### src/rtl/lc3b_types.sv
// Shared LC-3b pipeline types: register numbers, hazard-FSM states and the
// per-cycle pipeline control bundle driven by pipe_ctrl.
package lc3b_types;

  localparam int unsigned REG_W       = 3;
  localparam int unsigned STALL_CNT_W = 16;

  typedef logic [REG_W-1:0] lc3b_reg;

  typedef enum logic [1:0] {
    RUN        = 2'd0,
    DMEM_WAIT  = 2'd1,
    IMEM_WAIT  = 2'd2,
    REDIR_WAIT = 2'd3
  } pipe_ctrl_state_t;

  typedef struct packed {
    logic load_pc;
    logic load_if_id;
    logic load_id_ex;
    logic load_ex_mem;
    logic load_mem_wb;
    logic flush_if_id;
    logic flush_id_ex;
    logic flush_ex_mem;
    logic pc_redirect;
  } pipe_ctl_t;

  // Builds a control bundle from {pc,if_id,id_ex,ex_mem,mem_wb} loads,
  // {if_id,id_ex,ex_mem} flushes and the redirect select.
  function automatic pipe_ctl_t mk_ctl(input logic [4:0] loads,
                                       input logic [2:0] flushes,
                                       input logic       redirect);
    return pipe_ctl_t'({loads, flushes, redirect});
  endfunction

  localparam pipe_ctl_t CTL_RESET      = mk_ctl(5'b11111, 3'b111, 1'b0);
  localparam pipe_ctl_t CTL_ADVANCE    = mk_ctl(5'b11111, 3'b000, 1'b0);
  localparam pipe_ctl_t CTL_FREEZE     = mk_ctl(5'b00000, 3'b000, 1'b0);
  localparam pipe_ctl_t CTL_BRANCH     = mk_ctl(5'b11111, 3'b111, 1'b1);
  localparam pipe_ctl_t CTL_BUBBLE     = mk_ctl(5'b00111, 3'b010, 1'b0);
  localparam pipe_ctl_t CTL_FETCH_HOLD = mk_ctl(5'b01111, 3'b100, 1'b0);

endpackage

### src/rtl/lu_detect.sv
// Load-use hazard comparator: a load in EX whose destination feeds a source
// operand of the instruction currently in ID.
module lu_detect
  import lc3b_types::*;
(
  input  logic    ex_mem_read_i,
  input  logic    ex_regwrite_i,
  input  lc3b_reg dest_ex_i,
  input  lc3b_reg src1_id_i,
  input  lc3b_reg src2_id_i,
  input  logic    use_src1_id_i,
  input  logic    use_src2_id_i,
  output logic    load_use_o
);

  logic hit1;
  logic hit2;

  assign hit1       = use_src1_id_i & (src1_id_i == dest_ex_i);
  assign hit2       = use_src2_id_i & (src2_id_i == dest_ex_i);
  assign load_use_o = ex_mem_read_i & ex_regwrite_i & (hit1 | hit2);

endmodule

### src/rtl/pipe_ctrl.sv
// LC-3b pipeline hazard controller: memory-stall freeze, branch redirect,
// load-use bubble and fetch stall, plus a saturating stall-cycle counter.
module pipe_ctrl
  import lc3b_types::*;
(
  input  logic                   clk,
  input  logic                   reset_n,
  input  lc3b_reg                dest_EX,
  input  logic                   ex_mem_read,
  input  logic                   ex_regwrite,
  input  lc3b_reg                src1_ID,
  input  lc3b_reg                src2_ID,
  input  logic                   use_src1_ID,
  input  logic                   use_src2_ID,
  input  logic                   imem_resp,
  input  logic                   dmem_req,
  input  logic                   dmem_resp,
  input  logic                   br_taken_MEM,
  input  logic                   stall_clr,
  output logic                   load_pc,
  output logic                   load_if_id,
  output logic                   load_id_ex,
  output logic                   load_ex_mem,
  output logic                   load_mem_wb,
  output logic                   flush_if_id,
  output logic                   flush_id_ex,
  output logic                   flush_ex_mem,
  output logic                   pc_redirect,
  output logic [STALL_CNT_W-1:0] stall_cnt,
  output logic [1:0]             state
);

  pipe_ctrl_state_t       state_q;
  pipe_ctrl_state_t       state_d;
  logic [STALL_CNT_W-1:0] stall_cnt_q;
  logic [STALL_CNT_W-1:0] stall_cnt_d;
  pipe_ctl_t              ctl;
  logic                   load_use;
  logic                   dmem_stall;

  lu_detect u_lu_detect (
    .ex_mem_read_i (ex_mem_read),
    .ex_regwrite_i (ex_regwrite),
    .dest_ex_i     (dest_EX),
    .src1_id_i     (src1_ID),
    .src2_id_i     (src2_ID),
    .use_src1_id_i (use_src1_ID),
    .use_src2_id_i (use_src2_ID),
    .load_use_o    (load_use)
  );

  // Once waiting on data memory, only the response releases the freeze.
  assign dmem_stall = (dmem_req | (state_q == DMEM_WAIT)) & ~dmem_resp;

  // Control outputs and next state, in hazard priority order.
  always_comb begin
    ctl     = CTL_ADVANCE;
    state_d = RUN;
    if (!reset_n) begin
      ctl     = CTL_RESET;
      state_d = RUN;
    end else if (dmem_stall) begin
      ctl     = CTL_FREEZE;
      // A freeze while a redirect is outstanding must not drop the redirect.
      state_d = (state_q == REDIR_WAIT) ? REDIR_WAIT : DMEM_WAIT;
    end else if (state_q == REDIR_WAIT) begin
      ctl     = CTL_FETCH_HOLD;
      state_d = REDIR_WAIT;
      if (imem_resp) begin
        ctl.load_pc     = 1'b1;
        ctl.pc_redirect = 1'b1;
        state_d         = RUN;
      end
    end else if (br_taken_MEM) begin
      ctl     = CTL_BRANCH;
      state_d = RUN;
      if (!imem_resp) begin
        ctl.load_pc     = 1'b0;
        ctl.pc_redirect = 1'b0;
        state_d         = REDIR_WAIT;
      end
    end else if (load_use) begin
      ctl     = CTL_BUBBLE;
      state_d = ((state_q == IMEM_WAIT) && !imem_resp) ? IMEM_WAIT : RUN;
    end else if (!imem_resp) begin
      ctl     = CTL_FETCH_HOLD;
      state_d = IMEM_WAIT;
    end
  end

  always_comb begin
    stall_cnt_d = stall_cnt_q;
    if (stall_clr) begin
      stall_cnt_d = '0;
    end else if (!ctl.load_pc && (stall_cnt_q != {STALL_CNT_W{1'b1}})) begin
      stall_cnt_d = stall_cnt_q + STALL_CNT_W'(1);
    end
  end

  always_ff @(posedge clk or negedge reset_n) begin
    if (!reset_n) begin
      state_q     <= RUN;
      stall_cnt_q <= '0;
    end else begin
      state_q     <= state_d;
      stall_cnt_q <= stall_cnt_d;
    end
  end

  assign load_pc      = ctl.load_pc;
  assign load_if_id   = ctl.load_if_id;
  assign load_id_ex   = ctl.load_id_ex;
  assign load_ex_mem  = ctl.load_ex_mem;
  assign load_mem_wb  = ctl.load_mem_wb;
  assign flush_if_id  = ctl.flush_if_id;
  assign flush_id_ex  = ctl.flush_id_ex;
  assign flush_ex_mem = ctl.flush_ex_mem;
  assign pc_redirect  = ctl.pc_redirect;
  assign stall_cnt    = stall_cnt_q;
  assign state        = 2'(state_q);

endmodule

### config.mk
export PLATFORM = sky130hd
export DESIGN_NAME = pipe_ctrl
export DESIGN_NICKNAME = d
export VERILOG_FILES = /design/src/rtl/lc3b_types.sv /design/src/rtl/lu_detect.sv /design/src/rtl/pipe_ctrl.sv
export SDC_FILE = /design/constraint.sdc
export NUM_CORES = 1
export LEC_CHECK = 0
export ABC_AREA = 1
export BUFFER_PORTS_ARGS = -buffer_cell sky130_fd_sc_hd__buf_2
export CAP_MARGIN = 10
export CORE_MARGIN = 5
export CORE_UTILIZATION = 45
export DETAILED_ROUTE_END_ITERATION = 12
export PLACE_DENSITY = 0.75
export SYNTH_ARGS = -nofsm -noshare
export SYNTH_HDL_FRONTEND = slang
export SYNTH_SLANG_ARGS = --single-unit
### constraint.sdc
create_clock -name clk -period 1.55 [get_ports clk]
set_input_delay 0.31 -clock clk [delete_from_list [all_inputs] [get_ports clk]]
set_output_delay 0.31 -clock clk [all_outputs]
set_load 0.01 [all_outputs]
[Word level (Yosys, flattened, before mapping)]
Index checks and enable logic that the tools add are counted.
Cells by class
  add/subtract/negate cells: 1
  eq/ne operators: 6
  muxes and demuxes: 18
  bitwise operators: 8
  reduce and logical (&&, ||, !) cells: 5
Operators with widths (number)
  $mux 9: 6
  $mux 16: 2
  $mux 2: 9
  $add 16x1->16 const B: 1
  $ne 16x16->1 const B: 1
  $eq 3x3->1: 2
  $and 1x1->1: 5
  $eq 2x2->1 const B: 2
  $eq 2x1->1 const B: 1
  $logic_and 1x1->1: 2
  $logic_not 1->1: 2
  $or 1x1->1: 2
  $reduce_bool 2->1: 1
  $mux 1: 1
  $not 1->1: 1
Word-level totals
  bits in registers: 18
  bits of input ports: 20
  output and inout port bits: 27
  word-level logic and storage cells: 40

[Depth between registers and ports, before layout]
  word-level depth: 13
  depth in mapped cells: 12
  mapped depth without buffers: 11

[Modules after synthesis]
From an unflattened synthesis, not the netlist that was laid out.
Second synthesis, totals
  cells, all modules: 233
  area total of the unflattened synthesis: 1458.9 µm²
Modules (own cells, without submodules)
  pipe_ctrl: instances 1, cells an instance 199, area each 1321.3 µm², sequential area each 450.4 µm²
  lu_detect: instances 1, cells an instance 34, area each 137.6 µm², sequential area each 0.0 µm²

[Least setup slack after synthesis]
Ideal clock, no wire load.
  kind: register to register
  from: register stall_cnt_q[0], in the netlist stall_cnt[0]
  to: register stall_cnt_q[14], in the netlist stall_cnt[14]
  setup time: 118 ps
  arrival time: 1540 ps
  data required time: 1432 ps
  setup slack: -108 ps
  cell stages (with the launch flop): 9
  path buffers: 1
  period minus slack after synthesis: 1658 ps
  cells stage by stage: dfrtp_1 -> ha_1 -> inv_2 -> nor2_2 -> nand3_1 -> nand3b_4 -> buf_2 -> nand4_1 -> nand2_1
Between the ends
  longest elaborated chain between the ends: 3
  elaborated cells between the ends (all ways): 6
  classes of those cells: add/sub: 1; eq/ne: 1; mux: 2; reduce/logical: 2
RTL lines
  from (decl): line pipe_ctrl.sv:35  | logic [STALL_CNT_W-1:0] stall_cnt_q;
  from (signal assigned): line pipe_ctrl.sv:106  | stall_cnt_q <= stall_cnt_d;
  $add 16x1->16 or $ne 16x16->1 (tied branches): line pipe_ctrl.sv:96, pipe_ctrl.sv:95
  $mux 16 or $logic_and 1x1->1 (tied branches): line pipe_ctrl.sv:95  | end else if (!ctl.load_pc && (stall_cnt_q != {STALL_CNT_W{1'b1}})) begin
  $mux 16 or $reduce_bool 2->1 (tied branches)
Parallel ways exist; a longest one is shown, timed or not. The select of a mux whose other input is x is not followed.
A chain may end at the register's enable or synchronous reset.

[Worst setup path in the final report]
  from: register state_q[1], in the netlist state[1]
  to: output flush_id_ex
Between the ends
  longest elaborated chain between the ends: 5
  elaborated cells between the ends (all ways): 7
  classes of those cells: eq/ne: 2; mux: 3; bitwise: 2
RTL lines
  from (decl): line pipe_ctrl.sv:33  | pipe_ctrl_state_t state_q;
  from (signal assigned): line pipe_ctrl.sv:105  | state_q <= state_d;
  $eq 2x1->1: line pipe_ctrl.sv:53  | assign dmem_stall = (dmem_req | (state_q == DMEM_WAIT)) & ~dmem_resp;
  $or 1x1->1: line pipe_ctrl.sv:53
  $and 1x1->1: line pipe_ctrl.sv:53
  $mux 9 (*): line pipe_ctrl.sv:62  | end else if (dmem_stall) begin
  $mux 9 (*): line pipe_ctrl.sv:59  | if (!reset_n) begin
  to (decl): line pipe_ctrl.sv:26  | output logic flush_id_ex,
Mark *: on every way between the ends. The rest lies on a longest branch, timed or not.

==> impl_metrics.tcl <==
set metrics [dict create \
    status "finished with violations" \
    violations "setup timing" \
    powerDensity_nw_per_um2 475 \
    cp-end-kind "output port" \
    grt_pass1_vias 1573 \
    drtPass1Iterations 4 \
    maxSlewViolCount 0 \
    dieArea_um2 4500 \
    synth_edf_count 0 \
    netlist_top_cells_area "dfrtp_1 31%, nand2_1 17%, nand4_1 9.0%" \
    synth_top_area_share_pct 30.7 \
    seqPwrFrac_pct 47.6 \
    synth-seq-cells 18 \
    grt.overflow.total 0 \
    max_slew_margin_pct 75.6 \
    syn_inst 223 \
    yosys.area.top_type "dfrtp_1" \
    drive_gt1_share_pct 39.3 \
    synthSimpleGateAreaFrac_pct 47.1 \
    clkPwrFrac_pct 23.9 \
    synthTopCellsByCount "67 x nand2_1, 33 x inv_1, 21 x nand4_1" \
    cts.sinks 18 \
    area_delta_synth_final_pct 47.8 \
    crit_arrival_ns 1.53 \
    irDropWorstVdd_mv 0.261 \
    num_vias 1787 \
    rsz0062_at_grt "yes" \
    start_util_pct 47.3 \
    cts.path.max_buffers 2 \
    grt_usage_pct 20.2 \
    comb_power_share_pct 28.5 \
    synth_top_family_by_area "simple AND/OR/NAND/NOR gates" \
    antenna_cells 0 \
    grt_max_degree 33 \
    ys_seq_area_share_pct 30.7 \
    wl_per_cell_um 13.5 \
    synthFlopType "dfrtp_1" \
    dp_cells 324 \
    ant_nets 0 \
    synth_fp_nets 244 \
    dpl.hpwl_um 3070 \
    skew_ns 0.000835 \
    synth_cell_type_count 27 \
    cp_max_fo 3 \
    drt_iter0_drc 212 \
    core_area_um2 3100 \
    clk_latency_ns 0.30 \
    avgSynthCellArea_um2 6.58 \
    root_buffer "clkbuf_4" \
    ios 47 \
    place.gp.congestion 0.863 \
    start_kind "flop" \
    period_share_pct 119 \
    synthAdderAreaFrac_pct 0.853 \
    hold_viol 0 \
    setup_slack_ns -0.293 \
    async_reset_ff_share_pct 100 \
    fmax_mhz 543 \
    detailedPlace.worstSlack_ns -0.0162 \
    htree_levels 1 \
    cts_tree "done" \
    synth.cell_area_um2 1470 \
    die_h_um 67.1 \
    path_class "reg2out" \
    setup_violations 18 \
    synth-compound-area-share_pct 3.32 \
    drc 0 \
    synth_most_common_cell "nand2_1" \
    hold_path_class "in2async" \
    ff2ff_setup_slack_ns -0.03 \
    nFillCells 278 \
    viasPerCell 5.15 \
    period_minus_slack_ns 1.84 \
    cp.required_ns 1.24 \
    synth_xor_area_share_pct 4.77 \
    cts_inserted_buffers 3 \
    portBuffers 46 \
    swShare_pct 32.1 \
    total_leakage_power_nw 1.25 \
    num-nets-final 326 \
    muxShareOfSynthArea_pct 0 \
    wl_um 4680 \
    clk_pin_slew_ns 0.11 \
    die_x_um 67.1 \
    ys_warn_count 0 \
    antenna_found_initial 0 \
    stdcell_count 347 \
    intPower_mw 0.700 \
    rows 20 \
    worst_pin_slew_ns 0.363 \
    maxCapViolCount 0 \
    power.switching_mw 0.331 \
    grt_pass1_wl_um 7000 \
]
## what timing repair did
item / CTS / global route
hold endpoints to repair: 11 / 0
gates cloned: 0 / 1
setup buffers: 7 / 10
setup endpoints to repair: 10 / 25
gates resized for setup: 9 / 22
hold buffers: 2 / 0
pin swaps: 1 / 14
## cell families after synthesis
logic type / after synthesis
simple gates: 142
buf+inv: 46
flops: 18
compound gates: 8
xor+xnor: 8
fa+ha+maj: 1
## sequential cells by signal, indices dropped and copies added (netlist names)
register   flops
state          2
stall_cnt     16
## per-layer routing
metal / part of all wire (%) / global-route usage [%]
met2: 52 / 34.0
met3: 5.4 / 2.70
met4: 1.6 / 7.34
met1: 41 / 26.2
met5: 0 / 0
## power groups by stage
stage | combinational (mW) | sequential (mW) | clock (mW)
global placement | 0.204 | 0.499 | 0
floorplan | 0.118 | 0.503 | 0
global route | 0.322 | 0.493 | 0.273
finish | 0.294 | 0.491 | 0.246
CTS | 0.241 | 0.490 | 0.248
detailed placement | 0.206 | 0.500 | 0
## layout by cell type, fill, tap and decap left out
master,Yosys,final
nand3_4,1,2
nor2_4,0,3
o21ai_2,0,1
o21ai_0,2,1
nand2_2,1,5
dfrtp_1,18,14
dfrtp_2,0,4
buf_2,3,42
inv_4,0,1
nor3_1,7,7
nor2_2,2,1
o21bai_1,3,3
xor2_1,6,6
nand3_1,19,18
buf_6,0,7
nand3b_4,1,1
ha_4,0,1
nor2_1,17,15
nand2_4,1,1
a21oi_4,0,1
clkbuf_4,0,3
nand2_1,67,62
nand2_8,0,2
nand4_1,21,21
dlygate4sd3_1,0,2
xnor2_1,2,2
inv_1,33,31
buf_4,2,33
nor3_2,2,2
nand3_2,2,2
o22ai_1,1,1
nor4_2,0,1
inv_2,5,6
a21oi_1,2,1
## through the flow
| stage | cell area [µm²] | hold WS (ns) | total power [mW] | setup TNS [ns] | util, % |
|---|---|---|---|---|---|
| 2_1_floorplan | 1490 | 0.0144 | 0.621 | 0 | - |
| 3_3_place_gp | 1860 | 0.231 | 0.703 | 0 | 60.0 |
| 3_5_place_dp | 1860 | 0.224 | 0.706 | -0.0162 | 60.0 |
| 4_1_cts | 1990 | 0.0520 | 0.979 | -1.93 | 64.2 |
| 5_1_grt | 2170 | 0.0694 | 1.09 | -4.53 | 69.9 |
| 6_report | 2170 | 0.0626 | 1.03 | -2.25 | 69.9 |
## critical path, stage by stage, from the launching register on
cell	delay, ns
dfrtp_1	0.43
inv_1	0.08
nand2_2	0.06
a21oi_4	0.17
inv_2	0.06
nand2_2	0.07
o21ai_2	0.06
o21bai_1	0.16
buf_2	0.14
## area by class of cell
cell class	count	area (µm²)	share of cell area, %
Inverter	38	145	6.69
Clock buffer	3	22.5	1.04
Sequential cell	18	455	21.0
Timing Repair Buffer	84	557	25.7
Tap cell	44	55.1	2.54
Multi-Input combinational cell	160	935	43.1
## worst paths after layout
check | startpoint | to | cells after the start
min reg2reg | stall_cnt[14] | stall_cnt[14] | 2
max | state[1] | flush_id_ex | 8
min in group clk | br_taken_MEM | state[1] | 3
max in group asynchronous | reset_n | stall_cnt[10] | 3
min | reset_n | stall_cnt[2] | 3
max reg2reg | stall_cnt[10] | stall_cnt[10] | 7
No activity file was read; power rests on OpenSTA's default activity.
